[config.mk]
export PLATFORM = sky130hd
export DESIGN_NAME = apb_slave_mux
export DESIGN_NICKNAME = d
export VERILOG_FILES = /design/src/rtl/apb_slave_mux.sv
export SDC_FILE = /design/constraint.sdc
export NUM_CORES = 1
export LEC_CHECK = 0
export BUFFER_PORTS_ARGS = -buffer_cell sky130_fd_sc_hd__buf_4
export CAP_MARGIN = 20
export CORE_AREA = 2 2 97 99
export DETAILED_ROUTE_END_ITERATION = 7
export DIE_AREA = 0 0 99 101
export HOLD_SLACK_MARGIN = 0.02
export PLACE_DENSITY = 0.72
export RECOVER_POWER = 50
export SYNTH_ARGS = -nofsm -noshare
export SYNTH_HDL_FRONTEND = slang
export SYNTH_SLANG_ARGS = --single-unit
[constraint.sdc]
create_clock -name clk -period 3.3 [get_ports clk]
set_input_delay 0.33 -clock clk [delete_from_list [all_inputs] [get_ports clk]]
set_output_delay 0.33 -clock clk [all_outputs]
set_load 0.03 [all_outputs]
[src/rtl/apb_slave_mux.sv]
// APB one-to-two slave mux: decodes the two slave windows and forwards responses combinationally, adding no latency.
// Slave pready stalls pass straight through; a stalled transfer ends with an error response after TIMEOUT_CYCLES.
module apb_slave_mux #(
    parameter int          ADDR_WIDTH     = 32,
    parameter int          DATA_WIDTH     = 32,
    parameter logic [31:0] SLV1_BASE      = 32'h0001_F000,
    parameter logic [31:0] SLV2_BASE      = 32'h0002_F000,
    parameter logic [31:0] WIN_SIZE       = 32'h0000_1000,
    parameter int          TIMEOUT_CYCLES = 16
) (
    input  logic                  clk,
    input  logic                  rst,
    input  logic [ADDR_WIDTH-1:0] paddr_i,
    input  logic [DATA_WIDTH-1:0] pwdata_i,
    input  logic                  pwrite_i,
    input  logic                  penable_i,
    input  logic [1:0]            psel_i,
    output logic [DATA_WIDTH-1:0] prdata_o,
    output logic                  pready_o,
    output logic                  pslverr_o,
    output logic [ADDR_WIDTH-1:0] s_paddr_o,
    output logic [DATA_WIDTH-1:0] s_pwdata_o,
    output logic                  s_pwrite_o,
    output logic                  s_penable_o,
    output logic                  s1_psel_o,
    output logic                  s2_psel_o,
    input  logic [DATA_WIDTH-1:0] s1_prdata_i,
    input  logic [DATA_WIDTH-1:0] s2_prdata_i,
    input  logic                  s1_pready_i,
    input  logic                  s2_pready_i,
    input  logic                  s1_pslverr_i,
    input  logic                  s2_pslverr_i,
    output logic                  timeout_o,
    output logic [7:0]            err_cnt_o
);
    typedef enum logic [1:0] {ST_IDLE, ST_SETUP, ST_ACCESS, ST_ABORT} state_e;
    typedef enum logic [1:0] {TGT_NONE, TGT_S1, TGT_S2} tgt_e;

    localparam logic [ADDR_WIDTH-1:0] S1_LO    = ADDR_WIDTH'(SLV1_BASE);
    localparam logic [ADDR_WIDTH-1:0] S2_LO    = ADDR_WIDTH'(SLV2_BASE);
    localparam logic [ADDR_WIDTH-1:0] WIN      = ADDR_WIDTH'(WIN_SIZE);
    localparam logic [7:0]            TMO_LAST = 8'(TIMEOUT_CYCLES - 1);

    state_e                state_q, state_d, cur_st;
    tgt_e                  tgt_q, tgt_d, dec_tgt;
    logic [7:0]            timer_q, timer_d;
    logic [7:0]            err_cnt_q, err_cnt_d;
    logic                  done_q, done_d;
    logic                  req, viol;
    logic                  slv_rdy, slv_err;
    logic [DATA_WIDTH-1:0] slv_rdata;
    logic                  sel1, sel2, s_pen, rdy, serr, tmo;
    logic [DATA_WIDTH-1:0] rdata;

    assign req = |psel_i;

    always_comb begin
        dec_tgt = TGT_NONE;
        if ((paddr_i >= S1_LO) && ((paddr_i - S1_LO) < WIN)) begin
            dec_tgt = TGT_S1;
        end else if ((paddr_i >= S2_LO) && ((paddr_i - S2_LO) < WIN)) begin
            dec_tgt = TGT_S2;
        end
    end

    // state_q holds last cycle's phase; the phase of the current cycle also depends on the
    // upstream inputs now, so the slave setup phase lines up with the bridge setup cycle.
    always_comb begin
        cur_st = state_q;
        viol   = 1'b0;
        case (state_q)
            ST_IDLE: begin
                if (req) begin
                    if (penable_i) viol = 1'b1;
                    else           cur_st = ST_SETUP;
                end
            end
            ST_SETUP:  cur_st = ST_ACCESS;
            ST_ACCESS: begin
                if (done_q) begin
                    if (!req)          cur_st = ST_IDLE;
                    else if (penable_i) cur_st = ST_ABORT;
                    else               cur_st = ST_SETUP;
                end
            end
            ST_ABORT: begin
                if (!req) cur_st = ST_IDLE;
            end
            default: cur_st = ST_IDLE;
        endcase
    end

    always_comb begin
        slv_rdy   = 1'b0;
        slv_err   = 1'b0;
        slv_rdata = '0;
        case (tgt_q)
            TGT_S1: begin
                slv_rdy   = s1_pready_i;
                slv_err   = s1_pslverr_i;
                slv_rdata = s1_prdata_i;
            end
            TGT_S2: begin
                slv_rdy   = s2_pready_i;
                slv_err   = s2_pslverr_i;
                slv_rdata = s2_prdata_i;
            end
            default: ;
        endcase
    end

    always_comb begin
        sel1    = 1'b0;
        sel2    = 1'b0;
        s_pen   = 1'b0;
        rdy     = 1'b0;
        serr    = 1'b0;
        tmo     = 1'b0;
        rdata   = '0;
        timer_d = timer_q;
        tgt_d   = tgt_q;
        done_d  = 1'b0;
        state_d = cur_st;
        case (cur_st)
            ST_IDLE: begin
                if (viol) begin
                    rdy     = 1'b1;
                    serr    = 1'b1;
                    state_d = ST_ABORT;
                end
            end
            ST_SETUP: begin
                sel1    = (dec_tgt == TGT_S1);
                sel2    = (dec_tgt == TGT_S2);
                tgt_d   = dec_tgt;
                timer_d = '0;
            end
            ST_ACCESS: begin
                if (tgt_q == TGT_NONE) begin
                    rdy  = 1'b1;
                    serr = 1'b1;
                end else if (!slv_rdy && (timer_q == TMO_LAST)) begin
                    // a slave ready on the limit cycle takes the branch below instead
                    rdy  = 1'b1;
                    serr = 1'b1;
                    tmo  = 1'b1;
                end else begin
                    sel1  = (tgt_q == TGT_S1);
                    sel2  = (tgt_q == TGT_S2);
                    s_pen = penable_i;
                    rdy   = slv_rdy;
                    serr  = slv_err;
                    rdata = slv_rdata;
                    if (!slv_rdy) timer_d = timer_q + 8'd1;
                end
                done_d = rdy;
            end
            default: ;
        endcase
        err_cnt_d = err_cnt_q;
        if (rdy && serr && (err_cnt_q != 8'hFF)) err_cnt_d = err_cnt_q + 8'd1;
    end

    always_ff @(posedge clk or posedge rst) begin
        if (rst) begin
            state_q   <= ST_IDLE;
            tgt_q     <= TGT_NONE;
            timer_q   <= '0;
            err_cnt_q <= '0;
            done_q    <= 1'b0;
        end else begin
            state_q   <= state_d;
            tgt_q     <= tgt_d;
            timer_q   <= timer_d;
            err_cnt_q <= err_cnt_d;
            done_q    <= done_d;
        end
    end

    // Reset silences every combinational path in the same cycle, including the broadcast bus.
    assign s1_psel_o   = sel1 & ~rst;
    assign s2_psel_o   = sel2 & ~rst;
    assign s_penable_o = s_pen & ~rst;
    assign pready_o    = rdy & ~rst;
    assign pslverr_o   = serr & ~rst;
    assign timeout_o   = tmo & ~rst;
    assign prdata_o    = rst ? '0 : rdata;
    assign s_paddr_o   = rst ? '0 : paddr_i;
    assign s_pwdata_o  = rst ? '0 : pwdata_i;
    assign s_pwrite_o  = pwrite_i & ~rst;
    assign err_cnt_o   = err_cnt_q;

endmodule

Word level (Yosys, flattened, before mapping)
Index checks and enable logic that the tools add are counted.
- flip-flop bits (word level): 21
- bits of input ports: 138
- output and inout bits: 111
- add/sub/neg operators: 4
- $lt $le $gt $ge: 4
- equality and inequality tests: 14
- multiplexer cells: 47
- bitwise logic cells: 8
- reductions and logical operators: 12
- operator list (operator ; count):
    2-to-1 mux 32 bit ; 6
    < comparator 32 x 13 -> 1 bit, second input constant ; 2
    one-hot mux 32 bit (2 select lines) ; 1
    >= comparator 32 x 17 -> 1 bit, second input constant ; 1
    >= comparator 32 x 18 -> 1 bit, second input constant ; 1
    subtractor 32 x 17 -> 32 bit, second input constant ; 1
    subtractor 32 x 18 -> 32 bit, second input constant ; 1
    2-to-1 mux 8 bit ; 3
    2-to-1 mux 2 bit ; 10
    2-to-1 mux 1 bit ; 19
    adder 8 x 1 -> 8 bit, second input constant ; 2
    one-hot mux 8 bit (2 select lines) ; 1
    one-hot mux 1 bit (2 select lines) ; 6
    equality test 2 bit, second input constant ; 5
    equality test 2 x 1 -> 1 bit, second input constant ; 4
    equality test 8 x 4 -> 1 bit, second input constant ; 1
    != test 8 bit, second input constant ; 1
    one-hot mux 2 bit (4 select lines) ; 1
    AND 1 bit ; 7
    zero test 2 bit ; 3
    != test 2 bit, second input constant ; 3
    logical AND 1 bit ; 5
    AND reduction 4 bit ; 1
    nonzero test 2 bit ; 1
    other kinds (3) ; 3

Longest topological paths before layout
Gate-level depths: netlist of run 1.
- word-level depth: 9
- mapped depth: 11

Worst setup path after synthesis of run 1
No wires, ideal clock.
- path type: reg2out
- start: reg state_q[1]
- end: out s1_psel_o
- arrival time: 2.763 ns
- required time: 2.970 ns
- path slack: 0.207 ns
- stages on the path, launching flop included: 9
- buffers on the path: 0
- path through: dfrtp_1 or3_1 a21o_1 inv_1 ha_1 inv_1 or4_1 or4_1 a21oi_1
- cells in the longest elaborated chain, start to end: 6
- elaborated cells between the ends (all ways): 13
- those cells by class: eq/ne: 5; mux: 6; bitwise: 1; reduce/logical: 1
- RTL lines (what ; line ; source):
    from (decl) ; 44 ; state_e state_q, state_d, cur_st;
    from (signal assigned) ; 172 ; state_q <= state_d;
    2-to-1 mux 2 bit ; 74 ; if (penable_i) viol = 1'b1;
    2-to-1 mux 2 bit ; 73 ; if (req) begin
    one-hot mux 2 bit (4 select lines) (*) ; 71 ; case (state_q)
    equality test 2 bit or equality test 2 x 1 -> 1 bit (tied branches) ; 124 ; case (cur_st)
    one-hot mux 1 bit (2 select lines) (*) ; 124 ;
    AND 1 bit (*) ; 181 ; assign s1_psel_o = sel1 & ~rst;
    to (decl) ; 25 ; output logic s1_psel_o,
Mark *: on every way between the ends. The rest lies on a longest branch, timed or not.

Worst setup path in the final report of run 1
Same ends and word-level chain as after synthesis.

==> results of run 1 <==
[cell families (layout without fill, tap and decap cells)]
kind of cell | after synthesis | in the layout | synth area share, %
simple gates | 177 | 177 | 44.0
buf+inv | 27 | 269 | 4.77
flops | 21 | 21 | 23.3
compound gates | 52 | 52 | 16.9
xor+xnor | 13 | 13 | 5.04
mux | 3 | 3 | 1.61
fa+ha+maj | 8 | 8 | 4.43
[worst max-delay path, stage by stage, from the launching register on]
cell,delay (ns)
dfrtp_1,0.39
or3_1,0.37
a21o_1,0.19
inv_2,0.08
ha_4,0.15
inv_2,0.05
or4_1,0.40
or4_4,0.58
a21oi_4,0.17
buf_6,0.15
[metrics by stage]
stage	setup slack, ns	instances	instance area (µm²)	power (W)	hold slack, ns
2_1_floorplan	0.207	301	2260	0.000885	0.340
3_3_place_gp	0.294	646	4220	0.00125	0.484
3_5_place_dp	0.194	646	4220	0.00127	0.494
4_1_cts	0.0118	652	4300	0.00146	0.369
5_1_grt	0.0773	654	4130	0.00155	0.429
6_report	0.186	654	4130	0.00145	0.362
[layout make-up]
cell class,count,area share (%)
timing repair buffer,258,41.9
multi-input combinational,253,40.3
sequential,21,12.7
tap,111,3.36
clock buffer,3,0.999
inverter,7,0.636
clock inverter,1,0.121
[what timing repair did]
item,CTS,global route
resized for setup,4,7
endpoints found under the setup margin,1,33
pin swaps,0,4
setup buffers,2,2
[cells in the final DEF (no fill, tap or decap), types with 2 or more instances in the layout]
cell type / count
nor2b_1: 66
a22o_1: 2
nand2b_1: 2
xor2_1: 6
a22oi_1: 33
nand2_1: 14
a21oi_1: 2
inv_1: 5
nand3_1: 9
nand4_1: 10
or4_4: 2
xnor2_1: 7
nor4_1: 4
ha_1: 6
nor3_1: 2
dfrtp_1: 21
a22oi_2: 2
or4_1: 2
clkbuf_1: 56
inv_2: 2
nor2_1: 46
and3_1: 8
buf_4: 201
clkbuf_8: 3
o21ai_0: 7
and2_1: 3
[registers in the layout, summed over array words and instances (netlist names)]
register   cells
err_cnt_o      8
timer_q        8
tgt_q          2
state_q        2
done_q         1
[routing by layer]
metal	track usage, %	part of all wire [%]	vias to the layer above
li1	-	-	1540
met1	23.5	40	1427
met2	34.7	47	151
met3	7.00	10	17
met4	4.00	2.3	0
met5	0	0	-
[where the power goes]
part | leakage (nW) | internal (W) | switching [W]
Combinational | 1.56 | 0.000382 | 0.000531
Clock | 0.0255 | 0.0000843 | 0.0000865
Sequential | 0.281 | 0.000313 | 0.0000534
Total | 1.87 | 0.000779 | 0.000671
[worst min-delay path by stage]
stage                              from                       end  slack (ns)
2_1_floorplan                       rst          done_q$_DFF_PP0_        0.34
3_3_place_gp   err_cnt_o[5]$_DFFE_PP0P_  err_cnt_o[5]$_DFFE_PP0P_        0.48
3_5_place_dp   err_cnt_o[5]$_DFFE_PP0P_  err_cnt_o[5]$_DFFE_PP0P_        0.49
4_1_cts                             rst    timer_q[5]$_DFFE_PP0P_        0.37
5_1_grt                             rst    timer_q[5]$_DFFE_PP0P_        0.43
6_report                            rst    timer_q[5]$_DFFE_PP0P_        0.36
==> impl_table.tex, run 1 <==
\begin{tabular}{lr}
\hline
Metric & Value \\
\hline
\multicolumn{2}{l}{\textbf{STA}} \\
Max-slew violation total from the final report & 0 \\
Fraction of the cycle the final worst path needs & 94.4\% \\
Fmax & 321 MHz \\
Relative max-transition margin & 50.1\% \\
Setup TNS & 0 ns \\
Setup repair after global routing missed its margin & false \\
Post-layout min period & 3.11 ns \\
Slew @ Worst Pin & 0.748 ns \\
Hold Fails Final Rpt & 0 \\
Endpoints failing setup & 0 \\
Worst setup skew after layout & 0.00716 ns \\
\multicolumn{2}{l}{\textbf{Floorplanning}} \\
Core area & 8980 µm² \\
Initial core utilization & 25.1\% \\
Y dimension of the die & 101 µm \\
Die Outline Area & 10000 µm² \\
\# rows & 35 \\
Die extent in x & 99 µm \\
Top-Level Pins & 249 \\
\multicolumn{2}{l}{\textbf{Layout}} \\
Final Net Count & 690 \\
Register area & 526 µm² \\
Growth of design area from synthesis to finish & 83.1\% \\
Footprint of the multi-input gates & 1670 µm² \\
Fill cells & 911 \\
Share of post-route cells with drive strength above 1 & 41.3\% \\
Number of inserted diodes & 0 \\
Utilization after layout & 46.0\% \\
\multicolumn{2}{l}{\textbf{Clock tree}} \\
Inserted Clock Buffers & 3 \\
Clock transition time at the flip-flop clock pins of the worst setup and hold paths & 0.08 ns \\
Total number of clock tree sinks & 21 \\
Clock tree root driver cell & clkbuf\_8 \\
Clock tree from TritonCTS & yes \\
Max H-tree Level & 1 \\
Clk buf depth & 2 \\
Clock latency on the worst-skew pair & 0.27 ns \\
Number of buffers inserted by hold repair at cts & 0 \\
\multicolumn{2}{l}{\textbf{Drt}} \\
Post-DR wirelength/cell & 16.5 µm \\
Routed via count divided by cell count & 4.79 \\
Vias after detailed routing & 3135 \\
Pre-antenna DRT Iters & 4 \\
Overall routed net length & 10800 µm \\
Residual DRC count & 0 \\
Iteration-0 DRC Markers & 99 \\
Final ANT Viol Nets & 0 \\
\multicolumn{2}{l}{\textbf{Global route}} \\
Global-route wire length before repair & 15900 µm \\
Vias in the first global route & 3013 \\
Aggregate global routing overflow & 0 \\
Antenna violations before repair & 0 \\
Maximum number of pins on one net before global-route repair & 68 \\
Overall fraction of global-route tracks in use & 19.8\% \\
\multicolumn{2}{l}{\textbf{Synthesis}} \\
Count of unique library cells instantiated by Yosys & 42 \\
Yosys warning count & 0 \\
Syn avg cell area & 7.50 µm² \\
Share of async-settable or async-resettable flops after synthesis & 100\% \\
Cell with the most instances after synthesis & nor2b\_1 \\
Syn\_nets & 447 \\
Fraction of post-synthesis cell area in the top cell type by area & 23.3\% \\
Commonest cells in the synthesized netlist & 66 x nor2b\_1, 46 x nor2\_1, 34 x a22oi\_1 \\
Cell taking the most area after synthesis & dfrtp\_1 \\
Top FF cell, synth & dfrtp\_1 \\
Gate count after technology mapping & 301 \\
Number of flops mapped to enable cells by yosys & 0 \\
Seq/Total Area, Yosys & 23.3\% \\
Mapped Area & 2260 µm² \\
Register bit total from synthesis & 21 \\
Biggest area contributors in the synthesized netlist & dfrtp\_1 23\%, nor2b\_1 18\%, a22oi\_1 11\%, nor2\_1 7.6\%, ha\_1 4.4\% \\
\multicolumn{2}{l}{\textbf{Critical path}} \\
Critical path arrival & 2.78 ns \\
Start-to-end type of the worst setup path & reg2out \\
Crit Reg-Reg Startpoint & state\_q[1]\$\_DFF\_PP0\_ \\
Reg2Reg Capture Point & err\_cnt\_o[1]\$\_DFFE\_PP0P\_ \\
First element of the critical path & state\_q[1]\$\_DFF\_PP0\_ \\
Highest net fanout along the worst path & 4 \\
Termination of the worst setup path & s1\_psel\_o \\
Worst endpoint required time & 2.97 ns \\
Type of origin of the critical path & register \\
Depth of the worst register-to-register path & 9 \\
Category of the worst setup path capture point & output pin \\
Minimum setup slack among reg-to-reg paths & 0.85 ns \\
\multicolumn{2}{l}{\textbf{Place}} \\
Hpwl dp & 8860 µm \\
RePlAce Congestion & 0.964 \\
IO Port Bufs & 248 \\
\multicolumn{2}{l}{\textbf{Run status}} \\
Status & finished, final reports clean \\
\multicolumn{2}{l}{\textbf{Hold path}} \\
Path type of the worst min-delay path & in2async \\
\multicolumn{2}{l}{\textbf{Job}} \\
Maxcap violations & 0 \\
\multicolumn{2}{l}{\textbf{Power and ir drop}} \\
Power per Cell Area & 351 nW/µm² \\
Leakage power figure & 1.87 nW \\
Peak ir drop on the vdd network & 0.172 mV \\
\hline
\end{tabular}
No activity file was read; power rests on OpenSTA's default activity.
==> run 2: changes to the inputs <==
- RECOVER_POWER: 50 -> 25
==> run 2 against run 1 <==
  * Worst hold slack improved by 0.011 ns
  * Global-route usage stayed put
  * Clock-buffer cell count unchanged
  * Register-to-register slack about the same
  * Power rose by 1.5%
  * Clock skew is the same
  * Wire length is 0.94% higher
  * Sequential cell count unchanged
  * Sequential share of layout area is 0.42 points lower
  * Sequential power barely moved
==> impl_table.tex, run 2 (same netlist as run 1, synthesis figures left out) <==
\begin{tabular}{lr}
\hline
Metric & Value \\
\hline
\multicolumn{2}{l}{\textbf{STA}} \\
Setup repair after global routing missed its margin & false (unchanged) \\
Endpoints failing setup & 0 (unchanged) \\
Post-layout min period & 3.12 ns (was 3.11 ns) \\
Fmax & 321 MHz (about the same) \\
Fraction of the cycle the final worst path needs & 94.5\% (was 94.4\%) \\
Hold Fails Final Rpt & 0 (unchanged) \\
Setup TNS & 0 ns (unchanged) \\
Relative max-transition margin & 50.1\% (about the same) \\
Slew @ Worst Pin & 0.748 ns (about the same) \\
Max-slew violation total from the final report & 0 (unchanged) \\
Worst setup skew after layout & 0.00716 ns (unchanged) \\
\multicolumn{2}{l}{\textbf{Layout}} \\
Share of post-route cells with drive strength above 1 & 48.3\% (was 41.3\%) \\
Most common library cell in the layout ignoring fill and taps & buf\_4 (unchanged) \\
Fill cells & 856 (was 911) \\
Growth of design area from synthesis to finish & 89.4\% (was 83.1\%) \\
Final Non-Filler Cells & 654 (unchanged) \\
Highest-count cells in the layout ignoring fill and taps & 239 x buf\_4, 66 x nor2b\_1, 46 x nor2\_1 (was 201 x buf\_4, 66 x nor2b\_1, 56 x clkbuf\_1) \\
Number of inserted diodes & 0 (unchanged) \\
Final Net Count & 690 (unchanged) \\
\multicolumn{2}{l}{\textbf{Drt}} \\
Iteration-0 DRC Markers & 96 (was 99) \\
Overall routed net length & 10900 µm (was 10800 µm) \\
Post-DR wirelength/cell & 16.6 µm (was 16.5 µm) \\
Pre-antenna DRT Iters & 4 (unchanged) \\
Residual DRC count & 0 (unchanged) \\
Final ANT Viol Nets & 0 (unchanged) \\
Routed via count divided by cell count & 4.77 (was 4.79) \\
Vias after detailed routing & 3119 (was 3135) \\
\multicolumn{2}{l}{\textbf{Global route}} \\
Maximum number of pins on one net before global-route repair & 68 (unchanged) \\
Vias in the first global route & 3013 (unchanged) \\
Overall fraction of global-route tracks in use & 19.8\% (unchanged) \\
Antenna violations before repair & 0 (unchanged) \\
Aggregate global routing overflow & 0 (unchanged) \\
Global-route wire length before repair & 15900 µm (unchanged) \\
\multicolumn{2}{l}{\textbf{Place}} \\
Number of cells in the design after placement & 646 (unchanged) \\
RePlAce Congestion & 0.964 (unchanged) \\
IO Port Bufs & 248 (unchanged) \\
Hpwl dp & 8860 µm (unchanged) \\
\multicolumn{2}{l}{\textbf{Critical path}} \\
Most common cell type on the critical path & inv\_2 (unchanged) \\
Type of origin of the critical path & register (unchanged) \\
Highest net fanout along the worst path & 4 (unchanged) \\
Minimum setup slack among reg-to-reg paths & 0.85 ns (about the same) \\
Category of the worst setup path capture point & output pin (unchanged) \\
Reg2Reg Capture Point & err\_cnt\_o[1]\$\_DFFE\_PP0P\_ (unchanged) \\
Critical path arrival & 2.79 ns (was 2.78 ns) \\
Largest stage delay on the critical path & 0.58 ns (about the same) \\
Highest-delay cell along the critical path & or4\_4 (unchanged) \\
Crit Reg-Reg Startpoint & state\_q[1]\$\_DFF\_PP0\_ (unchanged) \\
Start-to-end type of the worst setup path & reg2out (unchanged) \\
Depth of the worst register-to-register path & 9 (unchanged) \\
Sequence of cells on the critical path & or3\_1 -> a21o\_1 -> inv\_2 -> ha\_4 -> inv\_2 -> or4\_1 -> or4\_4 -> a21oi\_4 -> buf\_6 (unchanged) \\
Worst endpoint required time & 2.97 ns (about the same) \\
\multicolumn{2}{l}{\textbf{Floorplanning}} \\
Die Outline Area & 10000 µm² (unchanged) \\
Core area & 8980 µm² (unchanged) \\
Top-Level Pins & 249 (unchanged) \\
Die extent in x & 99 µm (unchanged) \\
Initial core utilization & 25.1\% (unchanged) \\
\# rows & 35 (unchanged) \\
Y dimension of the die & 101 µm (unchanged) \\
\multicolumn{2}{l}{\textbf{Job}} \\
Maxcap violations & 0 (unchanged) \\
\multicolumn{2}{l}{\textbf{Power and ir drop}} \\
Peak ir drop on the vdd network & 0.172 mV (about the same) \\
Net load switching power & 0.000672 W (was 0.000671 W) \\
Combinational share of power & 63.5\% (was 63.0\%) \\
Clock power share & 11.6\% (was 11.8\%) \\
Power per Cell Area & 344 nW/µm² (was 351 nW/µm²) \\
Switching part of the total & 45.7\% (was 46.3\%) \\
Cell internal pwr & 0.000799 W (was 0.000779 W) \\
Sequential power share & 24.9\% (was 25.3\%) \\
Leakage power figure & 2.02 nW (was 1.87 nW) \\
\multicolumn{2}{l}{\textbf{Clock tree}} \\
Inserted Clock Buffers & 3 (unchanged) \\
Clock transition time at the flip-flop clock pins of the worst setup and hold paths & 0.08 ns (about the same) \\
Clk buf depth & 2 (unchanged) \\
Clock latency on the worst-skew pair & 0.27 ns (about the same) \\
Clock tree root driver cell & clkbuf\_8 (unchanged) \\
Max H-tree Level & 1 (unchanged) \\
Total number of clock tree sinks & 21 (unchanged) \\
Number of buffers inserted by hold repair at cts & 0 (unchanged) \\
Clock tree from TritonCTS & yes (unchanged) \\
\multicolumn{2}{l}{\textbf{Hold path}} \\
Path type of the worst min-delay path & in2async (unchanged) \\
\multicolumn{2}{l}{\textbf{Run status}} \\
Status & finished, final reports clean (unchanged) \\
\hline
\end{tabular}
run 2: cell types whose count changed in the layout (fill, tap and decap cells not counted):
cell	previous run	this run
buf_4	201	239
clkbuf_1	56	18
run 2: how the worst max path moves through the flow:
stage | start | endpoint | cells past startpoint
after floorplan | state_q[1]$_DFF_PP0_ | s1_psel_o | 8
after global placement | state_q[1]$_DFF_PP0_ | s1_psel_o | 9
after detailed placement | state_q[1]$_DFF_PP0_ | s1_psel_o | 9
after CTS | state_q[1]$_DFF_PP0_ | s1_psel_o | 9
after global routing | state_q[0]$_DFF_PP0_ | prdata_o[23] | 12
final | state_q[1]$_DFF_PP0_ | s1_psel_o | 9
run 2: stage by stage:
| step | setup slack, ns | utilization (%) | power (W) | hold slack [ns] | instance area, µm² |
|---|---|---|---|---|---|
| 6_report | 0.182 | 47.6 | 0.00147 | 0.373 | 4280 |
| 5_1_grt | 0.0773 | 47.6 | 0.00157 | 0.429 | 4280 |
| 4_1_cts | 0.0118 | 47.9 | 0.00146 | 0.369 | 4300 |
| 3_5_place_dp | 0.194 | 47.0 | 0.00127 | 0.494 | 4220 |
| 3_3_place_gp | 0.294 | 47.0 | 0.00125 | 0.484 | 4220 |
| 2_1_floorplan | 0.207 | - | 0.000885 | 0.340 | 2260 |
run 2: critical path, delay by kind of cell, from the launching register on:
family,cells,cell delay [ns]
adder cells (fa/ha/maj),1,0.15
flip-flops,1,0.39
AO/OA/AOI/OAI,2,0.36
buffers and inverters,3,0.28
AND/OR/NAND/NOR,3,1.35
run 2: what timing repair did:
item | CTS | global route
setup buffers | 2 | 2
endpoints found under the setup margin | 1 | 33
resized for setup | 4 | 7
pin swaps | 0 | 4
run 2: final cells by class:
| class | count | area (µm²) | area share (%) |
|---|---|---|---|
| clock buffer | 3 | 41.3 | 0.966 |
| clock inverter | 1 | 5.00 | 0.117 |
| timing repair buffer | 258 | 1870 | 43.8 |
| multi-input combinational | 253 | 1670 | 39.0 |
| tap | 111 | 139 | 3.25 |
| inverter | 7 | 26.3 | 0.615 |
| sequential | 21 | 526 | 12.3 |
run 2: routing by layer:
| metal | GRT usage [%] | wire (µm) |
|---|---|---|
| met5 | 0 | 0 |
| met2 | 34.7 | 5140 |
| met1 | 23.5 | 4440 |
| met3 | 7.00 | 1100 |
| met4 | 4.00 | 192 |
run 2: power groups by stage:
stage                     Sequential [W]  Clock [W]  Combinational [W]
after CTS                       0.000367   0.000178           0.000918
after detailed placement        0.000379          0           0.000888
after global routing            0.000376   0.000184            0.00101
after global placement          0.000374          0           0.000876
after floorplan                 0.000414          0           0.000471
final                           0.000366   0.000171           0.000934
==> run 3: changes to the inputs <==
- clock period: 3.3 -> 3.49 ns (I/O delays scaled with it)
==> run 3 against run 2 <==
  * Worst hold slack improved by 0.0075 ns
  * Sequential share of layout area rose by 0.22 points
  * Sequential cell count unchanged
  * Sequential power down 4%
  * Global-route usage is 0.43 points higher
  * Highest routed layer unchanged
  * Die area unchanged
  * Wire length down 1.1%
  * Register-to-register slack improved by 0.06 ns
  * Largest power group unchanged
  * First-iteration DRC count is 20% lower
  * Via count down 0.32%
==> impl_table.tex, run 3 (same netlist as run 1, synthesis figures left out) <==
\begin{tabular}{lr}
\hline
Metric & Value \\
\hline
\multicolumn{2}{l}{\textbf{Critical path}} \\
Critical path arrival & 3.01 ns (was 2.79 ns) \\
Worst endpoint required time & 3.14 ns (was 2.97 ns) \\
Highest net fanout along the worst path & 6 (was 4) \\
Family with the most delay on the worst path & simple AND/OR/NAND/NOR gates (unchanged) \\
Reg2Reg Capture Point & tgt\_q[0]\$\_DFFE\_PP0P\_ (was err\_cnt\_o[1]\$\_DFFE\_PP0P\_) \\
Crit Reg-Reg Startpoint & state\_q[1]\$\_DFF\_PP0\_ (unchanged) \\
Depth of the worst register-to-register path & 8 (was 9) \\
Start-to-end type of the worst setup path & reg2out (unchanged) \\
Sequence of cells on the critical path & or3\_1 -> a21o\_1 -> inv\_2 -> ha\_2 -> inv\_1 -> or4\_1 -> or4\_4 -> a21oi\_2 -> buf\_4 (was or3\_1 -> a21o\_1 -> inv\_2 -> ha\_4 -> inv\_2 -> or4\_1 -> or4\_4 -> a21oi\_4 -> buf\_6) \\
Minimum setup slack among reg-to-reg paths & 0.91 ns (was 0.85 ns) \\
Highest-delay cell along the critical path & or4\_1 (was or4\_4) \\
Category of the worst setup path capture point & output pin (unchanged) \\
Type of origin of the critical path & register (unchanged) \\
Largest stage delay on the critical path & 0.51 ns (was 0.58 ns) \\
Buffers \& Inverters on Critical Path & 3 (unchanged) \\
\multicolumn{2}{l}{\textbf{STA}} \\
Post-layout min period & 3.36 ns \\
Hold Fails Final Rpt & 0 (unchanged) \\
Worst setup skew after layout & 0.00933 ns (was 0.00716 ns) \\
Fmax & 298 MHz \\
Worst hold slack & 0.381 ns (was 0.373 ns) \\
Max-slew violation total from the final report & 0 (unchanged) \\
Relative max-transition margin & 58.0\% (was 50.1\%) \\
Setup repair after global routing missed its margin & false (unchanged) \\
Setup TNS & 0 ns (unchanged) \\
Endpoints failing setup & 0 (unchanged) \\
Slew @ Worst Pin & 0.631 ns (was 0.748 ns) \\
Fraction of the cycle the final worst path needs & 96.2\% \\
\multicolumn{2}{l}{\textbf{Global route}} \\
Global-route wire length before repair & 16100 µm (was 15900 µm) \\
Maximum number of pins on one net before global-route repair & 68 (unchanged) \\
Vias in the first global route & 3127 (was 3013) \\
Overall fraction of global-route tracks in use & 20.3\% (was 19.8\%) \\
Aggregate global routing overflow & 0 (unchanged) \\
Antenna violations before repair & 0 (unchanged) \\
\multicolumn{2}{l}{\textbf{Layout}} \\
Final Non-Filler Cells & 648 (was 654) \\
Highest-count cells in the layout ignoring fill and taps & 235 x buf\_4, 66 x nor2b\_1, 46 x nor2\_1 (was 239 x buf\_4, 66 x nor2b\_1, 46 x nor2\_1) \\
Utilization after layout & 46.8\% (was 47.6\%) \\
Number of inserted diodes & 0 (unchanged) \\
Final Net Count & 684 (was 690) \\
Most common library cell in the layout ignoring fill and taps & buf\_4 (unchanged) \\
Share of post-route cells with drive strength above 1 & 47.1\% (was 48.3\%) \\
Growth of design area from synthesis to finish & 86.0\% (was 89.4\%) \\
\multicolumn{2}{l}{\textbf{Power and ir drop}} \\
Clock power share & 12.7\% (was 11.6\%) \\
Leakage power figure & 1.99 nW (was 2.02 nW) \\
Peak ir drop on the vdd network & 0.146 mV (was 0.172 mV) \\
Cell internal pwr & 0.000700 W (was 0.000799 W) \\
Sequential power share & 26.5\% (was 24.9\%) \\
Net load switching power & 0.000617 W (was 0.000672 W) \\
Combinational share of power & 60.8\% (was 63.5\%) \\
Power per Cell Area & 314 nW/µm² (was 344 nW/µm²) \\
Switching part of the total & 46.8\% (was 45.7\%) \\
\multicolumn{2}{l}{\textbf{Place}} \\
Number of cells in the design after placement & 644 (was 646) \\
IO Port Bufs & 248 (unchanged) \\
Hpwl dp & 8830 µm (was 8860 µm) \\
RePlAce Congestion & 0.961 (was 0.964) \\
\multicolumn{2}{l}{\textbf{Job}} \\
Maxcap violations & 0 (unchanged) \\
\multicolumn{2}{l}{\textbf{Clock tree}} \\
Clock tree from TritonCTS & yes (unchanged) \\
Number of buffers inserted by hold repair at cts & 0 (unchanged) \\
Clock tree root driver cell & clkbuf\_8 (unchanged) \\
Inserted Clock Buffers & 3 (unchanged) \\
Clock latency on the worst-skew pair & 0.27 ns (about the same) \\
Total number of clock tree sinks & 21 (unchanged) \\
Total setup buffers inserted after CTS & 0 (was 2) \\
Clock transition time at the flip-flop clock pins of the worst setup and hold paths & 0.09 ns (was 0.08 ns) \\
Clk buf depth & 2 (unchanged) \\
Number of gates resized after CTS & 0 (was 4) \\
Max H-tree Level & 1 (unchanged) \\
\multicolumn{2}{l}{\textbf{Floorplanning}} \\
Y dimension of the die & 101 µm (unchanged) \\
Die Outline Area & 10000 µm² (unchanged) \\
Die extent in x & 99 µm (unchanged) \\
Core area & 8980 µm² (unchanged) \\
\# rows & 35 (unchanged) \\
Initial core utilization & 25.1\% (unchanged) \\
Top-Level Pins & 249 (unchanged) \\
\multicolumn{2}{l}{\textbf{Drt}} \\
Post-DR wirelength/cell & 16.6 µm (about the same) \\
Overall routed net length & 10800 µm (was 10900 µm) \\
Routed via count divided by cell count & 4.80 (was 4.77) \\
Pre-antenna DRT Iters & 4 (unchanged) \\
Vias after detailed routing & 3109 (was 3119) \\
Residual DRC count & 0 (unchanged) \\
Final ANT Viol Nets & 0 (unchanged) \\
Iteration-0 DRC Markers & 77 (was 96) \\
\multicolumn{2}{l}{\textbf{Run status}} \\
Status & finished, final reports clean (unchanged) \\
\multicolumn{2}{l}{\textbf{Hold path}} \\
Path type of the worst min-delay path & in2async (unchanged) \\
\hline
\end{tabular}
[run 3: stage by stage]
| step | power [W] | setup slack (ns) | instance area, µm² |
|---|---|---|---|
| 2_1_floorplan | 0.000837 | 0.378 | 2260 |
| 3_3_place_gp | 0.00116 | 0.371 | 4210 |
| 5_1_grt | 0.00141 | 0.00297 | 4200 |
| 3_5_place_dp | 0.00118 | 0.217 | 4210 |
| 4_1_cts | 0.00134 | 0.0125 | 4250 |
| 6_report | 0.00132 | 0.133 | 4200 |
[run 3: final cells by class]
class / instances / area [µm²]
Clock inverter: 1 / 5.00
Sequential cell: 21 / 526
Fill cell: 904 / 4780
Tap cell: 111 / 139
Inverter: 7 / 26.3
Timing Repair Buffer: 252 / 1830
Clock buffer: 3 / 41.3
Multi-Input combinational cell: 253 / 1630
[run 3: worst max path at each step]
stage                               from        end  cells past startpoint
floorplan           state_q[1]$_DFF_PP0_  s1_psel_o                      8
global placement               psel_i[1]  s1_psel_o                     10
detailed placement             psel_i[1]  s1_psel_o                     10
CTS                 state_q[1]$_DFF_PP0_  s1_psel_o                      9
global route        state_q[1]$_DFF_PP0_  s1_psel_o                      9
finish              state_q[1]$_DFF_PP0_  s1_psel_o                      9
[run 3: power by group through the flow]
stage | Sequential, W | Combinational [W] | Clock, W
2_1_floorplan | 0.000392 | 0.000445 | 0
3_3_place_gp | 0.000352 | 0.000811 | 0
3_5_place_dp | 0.000355 | 0.000820 | 0
4_1_cts | 0.000350 | 0.000824 | 0.000169
5_1_grt | 0.000358 | 0.000875 | 0.000175
6_report | 0.000350 | 0.000801 | 0.000167
[run 3: routing by layer]
layer	GRT usage, %	vias up	share of wire (%)
met5	0	-	0
met4	5.80	0	1.9
met3	7.00	15	11
met2	34.9	159	47
met1	23.9	1409	40
li1	-	1526	-
